**config.mk**
```make
export PLATFORM = sky130hd
export DESIGN_NAME = shift_sequencer
export DESIGN_NICKNAME = d
export VERILOG_FILES = /design/src/rtl/shift_sequencer.sv
export SDC_FILE = /design/constraint.sdc
export NUM_CORES = 1
export LEC_CHECK = 0
export ABC_CLOCK_PERIOD_IN_PS = 2300
export CAP_MARGIN = 5
export CORE_MARGIN = 5
export CORE_UTILIZATION = 42
export DETAILED_ROUTE_END_ITERATION = 6
export PLACE_DENSITY = 0.8
export RECOVER_POWER = 100
export SYNTH_ARGS = -nofsm -noshare
export SYNTH_HDL_FRONTEND = slang
export SYNTH_SLANG_ARGS = --single-unit
export TNS_END_PERCENT = 100
```
**constraint.sdc**
```tcl
create_clock -name clk -period 2.3 [get_ports clk]
set_input_delay 0.345 -clock clk [delete_from_list [all_inputs] [get_ports clk]]
set_output_delay 0.345 -clock clk [all_outputs]
set_load 0.01 [all_outputs]
```
**src/rtl/shift_sequencer.sv**
```systemverilog
// Iterative shift sequencer: drives an external combinational shifter up to stepMax
// positions per cycle until the requested total is reached, then holds the word for a valid/ready consumer.
module shift_sequencer #(
  parameter int width    = 8,
  parameter int amtWidth = 8,
  parameter int stepMax  = 3
) (
  input  logic                      clk,
  input  logic                      rst,
  input  logic                      cmd_valid,
  output logic                      cmd_ready,
  input  logic [width-1:0]          cmd_bits,
  input  logic [amtWidth-1:0]       cmd_amt,
  input  logic                      cmd_dir,
  output logic [width-1:0]          sh_bits,
  output logic [$clog2(width)-1:0]  sh_shift,
  output logic                      sh_dir,
  input  logic [width-1:0]          sh_result,
  output logic                      res_valid,
  input  logic                      res_ready,
  output logic [width-1:0]          res_bits
);

  localparam int SW = $clog2(width);
  localparam logic [amtWidth-1:0] STEP_A  = amtWidth'(stepMax);
  localparam logic [amtWidth:0]   WIDTH_X = (amtWidth+1)'(width);

  typedef enum logic [1:0] {IDLE, STEP, DONE} state_t;

  state_t                state_q, state_d;
  logic [width-1:0]      acc_q, acc_d;
  logic [amtWidth-1:0]   rem_q, rem_d;
  logic                  dir_q, dir_d;
  logic [amtWidth-1:0]   step;
  logic [amtWidth-1:0]   rem_nxt;

  // step is never larger than rem, so the subtraction cannot wrap
  assign step    = (rem_q < STEP_A) ? rem_q : STEP_A;
  assign rem_nxt = rem_q - step;

  assign cmd_ready = (state_q == IDLE);
  assign res_valid = (state_q == DONE);
  assign res_bits  = acc_q;
  assign sh_bits   = acc_q;
  assign sh_dir    = dir_q;
  assign sh_shift  = (state_q == STEP) ? step[SW-1:0] : '0;

  always_comb begin
    state_d = state_q;
    acc_d   = acc_q;
    rem_d   = rem_q;
    dir_d   = dir_q;
    case (state_q)
      IDLE: begin
        if (cmd_valid) begin
          dir_d = cmd_dir;
          if (cmd_amt == '0) begin
            acc_d   = cmd_bits;
            rem_d   = '0;
            state_d = DONE;
          end else if ({1'b0, cmd_amt} >= WIDTH_X) begin
            acc_d   = '0;
            rem_d   = '0;
            state_d = DONE;
          end else begin
            acc_d   = cmd_bits;
            rem_d   = cmd_amt;
            state_d = STEP;
          end
        end
      end
      STEP: begin
        acc_d = sh_result;
        rem_d = rem_nxt;
        if (rem_nxt == '0) state_d = DONE;
      end
      DONE: begin
        if (res_ready) state_d = IDLE;
      end
      default: state_d = IDLE;
    endcase
  end

  always_ff @(posedge clk or negedge rst) begin
    if (!rst) begin
      state_q <= IDLE;
      acc_q   <= '0;
      rem_q   <= '0;
      dir_q   <= 1'b0;
    end else begin
      state_q <= state_d;
      acc_q   <= acc_d;
      rem_q   <= rem_d;
      dir_q   <= dir_d;
    end
  end

endmodule

```
* Word-level counts from Yosys, hierarchy flattened
Index checks and enable logic that the tools add are counted.
** Word-level totals
- Register bits after elaboration :: 19
- Input port bits :: 29
- Output and inout bits :: 22
** Cells by class
- $add $sub $neg :: 1
- Magnitude comparators :: 2
- Eq/ne operators :: 5
- Multiplexer cells :: 16
- Reductions and logical operators :: 7
** Operator list (count)
- 8-bit 2-to-1 mux :: 7
- 8-bit case mux with 2 select lines :: 2
- 8-bit zero test :: 2
- 2-bit 2-to-1 mux :: 5
- 8-bit by 4-bit greater-or-equal comparator with 1-bit output, second input constant :: 1
- 8-bit by 2-bit < comparator with 1-bit output, second input constant :: 1
- 8-bit subtractor :: 1
- 2-bit case mux with 3 select lines :: 1
- 2-bit by 1-bit inequality test with 1-bit output, second input constant :: 2
- 2-bit AND reduction :: 2
- 3-bit 2-to-1 mux :: 1
- 3-bit AND reduction :: 1
- 2-bit by 1-bit == test with 1-bit output, second input constant :: 1
- 2-bit == test, second input constant :: 1
- 2-bit zero test :: 1
- 2-bit inequality test, second input constant :: 1
- 2-bit nonzero test :: 1

* Logic depth before layout (Yosys ltp)
Gate-level depths: netlist of run 1.
- Word-level depth :: 6
- Gate-level depth with buffers :: 9
- Depth with buffers taken out :: 8

* Worst setup path before layout of run 1
OpenSTA, ideal clock, no wires.
- Kind :: register to register
- Start point :: register rem_q[4]
- End point :: register state_q[0]
- Data arrival time :: 1.828 ns
- Data required time :: 2.162 ns
- Slack :: 0.333 ns
- Stages on the path, launching flop included :: 10
- Path through :: dfrtp_1 -> buf_4 -> nor4_4 -> nand3b_1 -> nand2b_1 -> ha_1 -> nor4_1 -> nand2_1 -> a31oi_1 -> o211ai_1
** Between the ends
- Cells in the longest elaborated chain, start to end :: 6
** Ends and longest elaborated chain
- from (decl) :: line 32 : logic [amtWidth-1:0] rem_q, rem_d;
- from (signal assigned) :: line 93 : rem_q <= rem_d;
- 8-bit by 2-bit < comparator with 1-bit output :: line 38 : assign step = (rem_q < STEP_A) ? rem_q : STEP_A;
- 8-bit 2-to-1 mux :: line 38
- 8-bit subtractor * :: line 39 : assign rem_nxt = rem_q - step;
- 8-bit zero test * :: line 75 : if (rem_nxt == '0) state_d = DONE;
- 2-bit by 1-bit inequality test with 1-bit output (no line) *
- 3-bit AND reduction (no line) *
- to (signal assigned) :: line 91 : state_q <= state_d;
- to (decl) :: line 30 : state_t state_q, state_d;
Every way passes the cells marked *; elsewhere a longest branch is shown, timed or not.
A chain may end at the register's enable or synchronous reset.

* Final worst setup path of run 1
- Start point :: register rem_q[7]
- End point :: register state_q[0]
The elaborated chain is that of the path after synthesis.

==> results of run 1 <==
-- flip-flops by register name (all words and copies together), names as in the netlist --
| signal | cells |
|---|---|
| sh_dir | 1 |
| state_q | 2 |
| rem_q | 8 |
| res_bits | 8 |
-- report_power, final --
group          internal [mW]  switching [mW]
clock network         0.0648           0.112
logic                  0.159           0.131
registers              0.359          0.0245
total                  0.583           0.268
-- timing repair --
action	in CTS	in global routing
hold endpoints to repair	0	0
setup endpoints to repair	2	3
hold buffers	0	0
pin swaps	1	4
resized for setup	0	3
buffers inserted	1	2
-- synthesized netlist by cell type, drive strengths merged, types with 2 or more instances --
master,count
nor4,6
nand2b,3
nor3,6
dfrtp,19
o21ai,7
a21oi,3
buf,13
nand2,8
nand3,2
nor2,12
a222oi,8
nand3b,2
o21bai,3
a31oi,3
inv,12
clkbuf,2
nor2b,4
-- per-stage QoR --
stage                     utilization, %  cells  instance area, µm²  hold WS (ns)
after CTS                           62.2    208                1700         0.362
after global routing                62.1    210                1700         0.540
after detailed placement            60.9    203                1660         0.502
after global placement              60.9    203                1660         0.496
after floorplan                        -    131                1180        0.0494
final                               62.1    210                1700         0.520
-- cell families after synthesis --
kind of cell	Yosys count	share of synthesized area, %
muxes	1	0.954
AOI/OAI and AO/OA	33	20.6
other	1	0.318
and+or+nand+nor	48	24.0
adders and majority gates	1	1.06
buffers and inverters	27	12.1
xor gates and xnor gates	1	0.742
DFF	19	40.3
-- layout make-up --
| cell class | count | area [µm²] | share of cell area (%) |
|---|---|---|---|
| Clock buffer | 3 | 22.5 | 1.33 |
| Tap cell | 31 | 38.8 | 2.29 |
| Sequential cell | 19 | 477 | 28.1 |
| Multi-Input combinational cell | 85 | 549 | 32.4 |
| Timing Repair Buffer | 59 | 559 | 33.0 |
| Inverter | 12 | 45.0 | 2.65 |
| Clock inverter | 1 | 5.00 | 0.295 |
-- worst max-delay path by stage --
stage	slack (ns)	depth (start not counted)	endpoint
6_report	0.14	8	state_q[0]
3_5_place_dp	0.08	8	state_q[0]
2_1_floorplan	0.33	9	state_q[0]
4_1_cts	0.03	5	sh_shift[0]
5_1_grt	0.003	8	state_q[0]
3_3_place_gp	0.14	8	state_q[0]
-- cell usage in the layout (no fill, tap or decap), drive strengths merged, types with 2 or more instances in the layout --
master,n
nor4,6
nor2,12
nand3b,2
nor2b,4
o21ai,7
a21oi,3
nor3,6
clkdlybuf4s50,29
o21bai,3
nand2,8
dfrtp,19
a31oi,3
nand3,2
nand2b,3
clkbuf,6
dlymetal6s2s,2
inv,12
a222oi,8
buf,7
dlygate4sd3,18
-- worst max-delay path: stages, from the launching register on --
cell      delay [ns]
dfrtp_1         0.44
nor4_4          0.33
nand3b_1        0.22
nand2b_1        0.13
ha_1            0.25
nor4_1          0.21
nand2_1         0.08
a31oi_1         0.25
o211ai_1        0.13
-- layer usage --
layer  up-vias  routed length, µm  track usage, %
li1        567                  -               -
met1       567               1370            21.1
met2        34               1790            29.4
met3         2                136            2.70
met4         0                 27            7.43
met5         -                  0               0
==> flow_summary_export.csv, run 1 <==
group,metric,value,unit
outcome,status,"finished, final reports clean",
global_route,grt_antenna_before_repair,0,
setup_path,crit_path_start,"rem_q[7]",
detailed_routing,drc,0,
logic_synthesis,yosysSeqAreaShare,40.3,%
logic_synthesis,syn_inst,131,
logic_synthesis,yosys.area.top_type,"dfrtp_1",
setup_path,critical_path_arrival,2.34,ns
detailed_routing,vias,1170,
logic_synthesis,syn_area,1180,µm²
timing,post-route-min-period,2.16,ns
setup_path,path_max_fanout,5,
die,initial_utilization,43.2,%
detailed_routing,vias_per_cell,5.57,
setup_path,worstRegToRegCells,8,
global_route,grt_pass1_vias,1188,
job,max-cap-violations,0,
detailed_routing,dr.pass1.iters,5,
placement,dp_hpwl,2.54,mm
detailed_routing,routed_wl,3.33,mm
logic_synthesis,ys_top_cells_by_area,"dfrtp_1, a222oi_1, buf_4, inv_1, nor2_1",
timing,drv_slew,0,
hold_path,hold_end,"sh_dir",
placement,portBuffers,49,
cells_and_area,antenna_cells,0,
cells_and_area,area_growth_syn_to_layout,43.8,%
die,rows,19,
timing,rsz0062_at_grt,"false",
logic_synthesis,yosysWarnings,0,
die,die-area,3970,µm²
clock_tree,cts_buffers,3,
hold_path,hold_path_class,"flop to flop",
cells_and_area,drive_gt1_share,9.50,%
pwr,leakage,0.857,nW
clock_tree,clock-sinks,19,
logic_synthesis,synth_edf_count,0,
clock_tree,clock_latency,0.30,ns
cells_and_area,num-fill-cells,234,
logic_synthesis,yosysUniqueCellTypes,37,
die,core_area,2730,µm²
global_route,grt-ovfl-total,0,
pwr,p_total,0.850,mW
global_route,grt_pass1_wl,5.51,mm
logic_synthesis,synth.avg_cell_area,9.01,µm²
die,die_w,63,µm
detailed_routing,ant_nets,0,
detailed_routing,wl_per_cell,15.8,µm
setup_path,reg2reg_to,"state_q[0]",
cells_and_area,fin_nets,210,
timing,post-route-period-util,93.9,%
logic_synthesis,ys_seq_elements,19,
timing,finalWorstSetupSlack,0.141,ns
hold_path,hold_path_depth,1,
timing,finalSetupViolations,0,
clock_tree,path_clk_slew,0.12,ns
logic_synthesis,async_flop_share,100,%
setup_path,r2r-start,"rem_q[7]",
die,die_h,63,µm
hold_path,min_from,"sh_dir",
timing,finClkSkew,0.00689,ns
setup_path,endpoint_kind,"flop",
timing,finalSetupTns,0,ns
logic_synthesis,synth_nets,161,
setup_path,setup.worst_path.start_class,"flop",
setup_path,r2r_setup_slack,0.14,ns
clock_tree,cts_tree,"done",
timing,slew_headroom,31.4,%
timing,tightestPinTransition,1.03,ns
detailed_routing,drt_iter0_markers,134,
clock_tree,htreeDepth,1,
timing,fmaxAchievable,463,MHz
logic_synthesis,synth_flop_cell,"dfrtp_1",
pwr,vdd_ir_drop_max,0.000377,V
setup_path,crit_required,2.48,ns
clock_tree,cts_max_path_buffers,2,
logic_synthesis,synth_top_area_share,40.3,%
timing,hold_viol_final,0,
placement,pre_cts_slack,0.0776,ns
global_route,grt_usage,17.2,%
placement,gp_congestion,0.840,
setup_path,critPathKind,"flop to flop",
pwr,power_density,501,nW/µm²
die,ioPinCount,51,
global_route,grt_max_degree,20,
clock_tree,cts-root-buf,"clkbuf_4",
(Power assumes the default switching activity.)
==> run 2, diff against run 1 <==
--- a/config.mk
+++ b/config.mk
@@ -6,7 +6,7 @@
 export NUM_CORES = 1
 export LEC_CHECK = 0
 export ABC_CLOCK_PERIOD_IN_PS = 2300
-export CAP_MARGIN = 5
+export CAP_MARGIN = 20
 export CORE_MARGIN = 5
 export CORE_UTILIZATION = 42
 export DETAILED_ROUTE_END_ITERATION = 6
==> results of run 2 <==
Final layout, timing and power as in run 1 (identical DEF).
==> run 3, diff against run 2 <==
--- a/config.mk
+++ b/config.mk
@@ -8,9 +8,11 @@
 export ABC_CLOCK_PERIOD_IN_PS = 2300
 export CAP_MARGIN = 20
 export CORE_MARGIN = 5
-export CORE_UTILIZATION = 42
+export CORE_UTILIZATION = 43
+export CTS_BUF_LIST = sky130_fd_sc_hd__clkbuf_8
 export DETAILED_ROUTE_END_ITERATION = 6
-export PLACE_DENSITY = 0.8
+export GPL_ROUTABILITY_DRIVEN = 1
+export PLACE_DENSITY = 0.81
 export RECOVER_POWER = 100
 export SYNTH_ARGS = -nofsm -noshare
 export SYNTH_HDL_FRONTEND = slang
==> flow_summary_export.csv, run 3 (same netlist as run 1, synthesis figures left out) <==
group,metric,value,unit
clock_tree,htreeDepth,1,
die,core_area,2690,µm²
timing,finalSetupViolations,0,
clock_tree,hold_buffers,0,
timing,drv_slew,0,
hold_path,hold_path_class,"flop to flop",
setup_path,r2r_setup_slack,0.24,ns
pwr,leakage,0.855,nW
setup_path,reg2reg_to,"state_q[0]",
timing,finClkSkew,0.00436,ns
placement,dp_hpwl,2.49,mm
setup_path,slowest_stage,"clkdlybuf4s50_1",
setup_path,worstRegToRegCells,8,
setup_path,crit_cells,5,
clock_tree,cts-root-buf,"clkbuf_8",
timing,tightestPinTransition,1.03,ns
detailed_routing,drt_iter0_markers,59,
detailed_routing,drc,0,
outcome,status,"finished, final reports clean",
timing,slew_headroom,31.4,%
cells_and_area,utilization,64.3,%
setup_path,critPathKind,"flop to output pin",
setup_path,worst_path_largest_cell_delay,0.47,ns
die,die-area,3890,µm²
placement,portBuffers,49,
job,max-cap-violations,0,
die,rows,19,
cells_and_area,mostFrequentLayoutCells,"clkdlybuf4s50_1, dlygate4sd3_1, dfrtp_1",
die,ioPinCount,51,
cells_and_area,layout_commonest_cell,"clkdlybuf4s50_1",
setup_path,path_max_fanout,4,
clock_tree,clock_latency,0.25,ns
timing,post-route-period-util,92.9,%
timing,finalWorstSetupSlack,0.164,ns
detailed_routing,vias_per_cell,5.66,
die,initial_utilization,43.9,%
timing,rsz0062_at_grt,"false",
detailed_routing,vias,1195,
timing,fmaxAchievable,468,MHz
setup_path,endpoint_kind,"output pin",
detailed_routing,wl_per_cell,15.6,µm
detailed_routing,dr.pass1.iters,6,
timing,finalSetupTns,0,ns
detailed_routing,ant_nets,0,
pwr,vdd_ir_drop_max,0.000382,V
clock_tree,cts_tree,"done",
setup_path,critical_path_buf_inv_count,1,
global_route,grt_antenna_before_repair,0,
setup_path,crit_path_start,"rem_q[4]",
global_route,grt-ovfl-total,0,
placement,pre_cts_slack,0.121,ns
cells_and_area,area_growth_syn_to_layout,46.4,%
die,die_w,62.4,µm
setup_path,crit_chain,"nor4_4 -> nand3b_1 -> nor2_1 -> nor2_1 -> clkdlybuf4s50_1",
timing,post-route-min-period,2.14,ns
clock_tree,cts_max_path_buffers,2,
setup_path,setup.worst_path.start_class,"flop",
cells_and_area,fin_nets,211,
setup_path,path_delay_family,"simple AND/OR/NAND/NOR gates",
global_route,grt_pass1_vias,1236,
setup_path,r2r-start,"rem_q[4]",
global_route,grt_pass1_wl,5.53,mm
clock_tree,cts_buffers,3,
setup_path,crit_required,1.96,ns
global_route,grt_usage,16.8,%
setup_path,critical_path_arrival,1.79,ns
die,die_h,62.4,µm
setup_path,critPathMostFrequentCell,"nor2_1",
cells_and_area,num-fill-cells,216,
placement,gp_congestion,0.858,
detailed_routing,routed_wl,3.29,mm
timing,hold_viol_final,0,
clock_tree,path_clk_slew,0.07,ns
cells_and_area,antenna_cells,0,
cells_and_area,drive_gt1_share,11.1,%
pwr,power_density,517,nW/µm²
setup_path,setup.worst_path.end,"sh_shift[1]",
global_route,grt_max_degree,20,
clock_tree,clock-sinks,19,
-- run 3: layout make-up --
type	count	area (µm²)	share of cell area (%)
clock buffers	3	41.3	2.39
multi-input cells	85	553	32.0
flip-flops and latches	19	478	27.7
repair buffers	60	568	32.9
clock inverters	1	3.75	0.217
inverters	12	45.0	2.61
well taps	31	38.8	2.24
-- run 3: how the worst min path moves through the flow --
stage	start	to	slack [ns]	cells after the start
after floorplan	rst	rem_q[0]	0.05	0
after CTS	rst	sh_dir	0.44	2
after global placement	sh_dir	sh_dir	0.49	1
final	sh_dir	sh_dir	0.50	1
after global routing	sh_dir	sh_dir	0.53	1
after detailed placement	sh_dir	sh_dir	0.49	1
-- run 3: repair_timing --
item | CTS | global route
setup endpoints to repair | 0 | 4
buffers inserted | 0 | 3
gates resized for setup | 0 | 4
endpoints found under the hold margin | 0 | 0
-- run 3: per-layer routing --
metal  share of wire, %  wire length, µm  vias up  track usage (%)
met3                5.8              192        2             2.70
met2                 54             1760       40             31.5
met1                 40             1320      587             20.0
met5                  0                0        -                0
met4               0.39               13        0             3.18
li1                   -                -      566                -
-- run 3: stage by stage --
| step | power [mW] | area (µm²) | instances | hold slack (ns) |
|---|---|---|---|---|
| 6_report | 0.893 | 1730 | 211 | 0.503 |
| 5_1_grt | 0.940 | 1730 | 211 | 0.530 |
| 4_1_cts | 0.917 | 1720 | 208 | 0.440 |
| 3_5_place_dp | 0.693 | 1670 | 204 | 0.492 |
| 3_3_place_gp | 0.685 | 1670 | 204 | 0.488 |
| 2_1_floorplan | 0.537 | 1180 | 131 | 0.0494 |
-- run 3: power breakdown --
group	internal [mW]	switching, mW
sequential	0.359	0.0254
clock	0.118	0.103
combinational	0.156	0.130
total	0.633	0.259
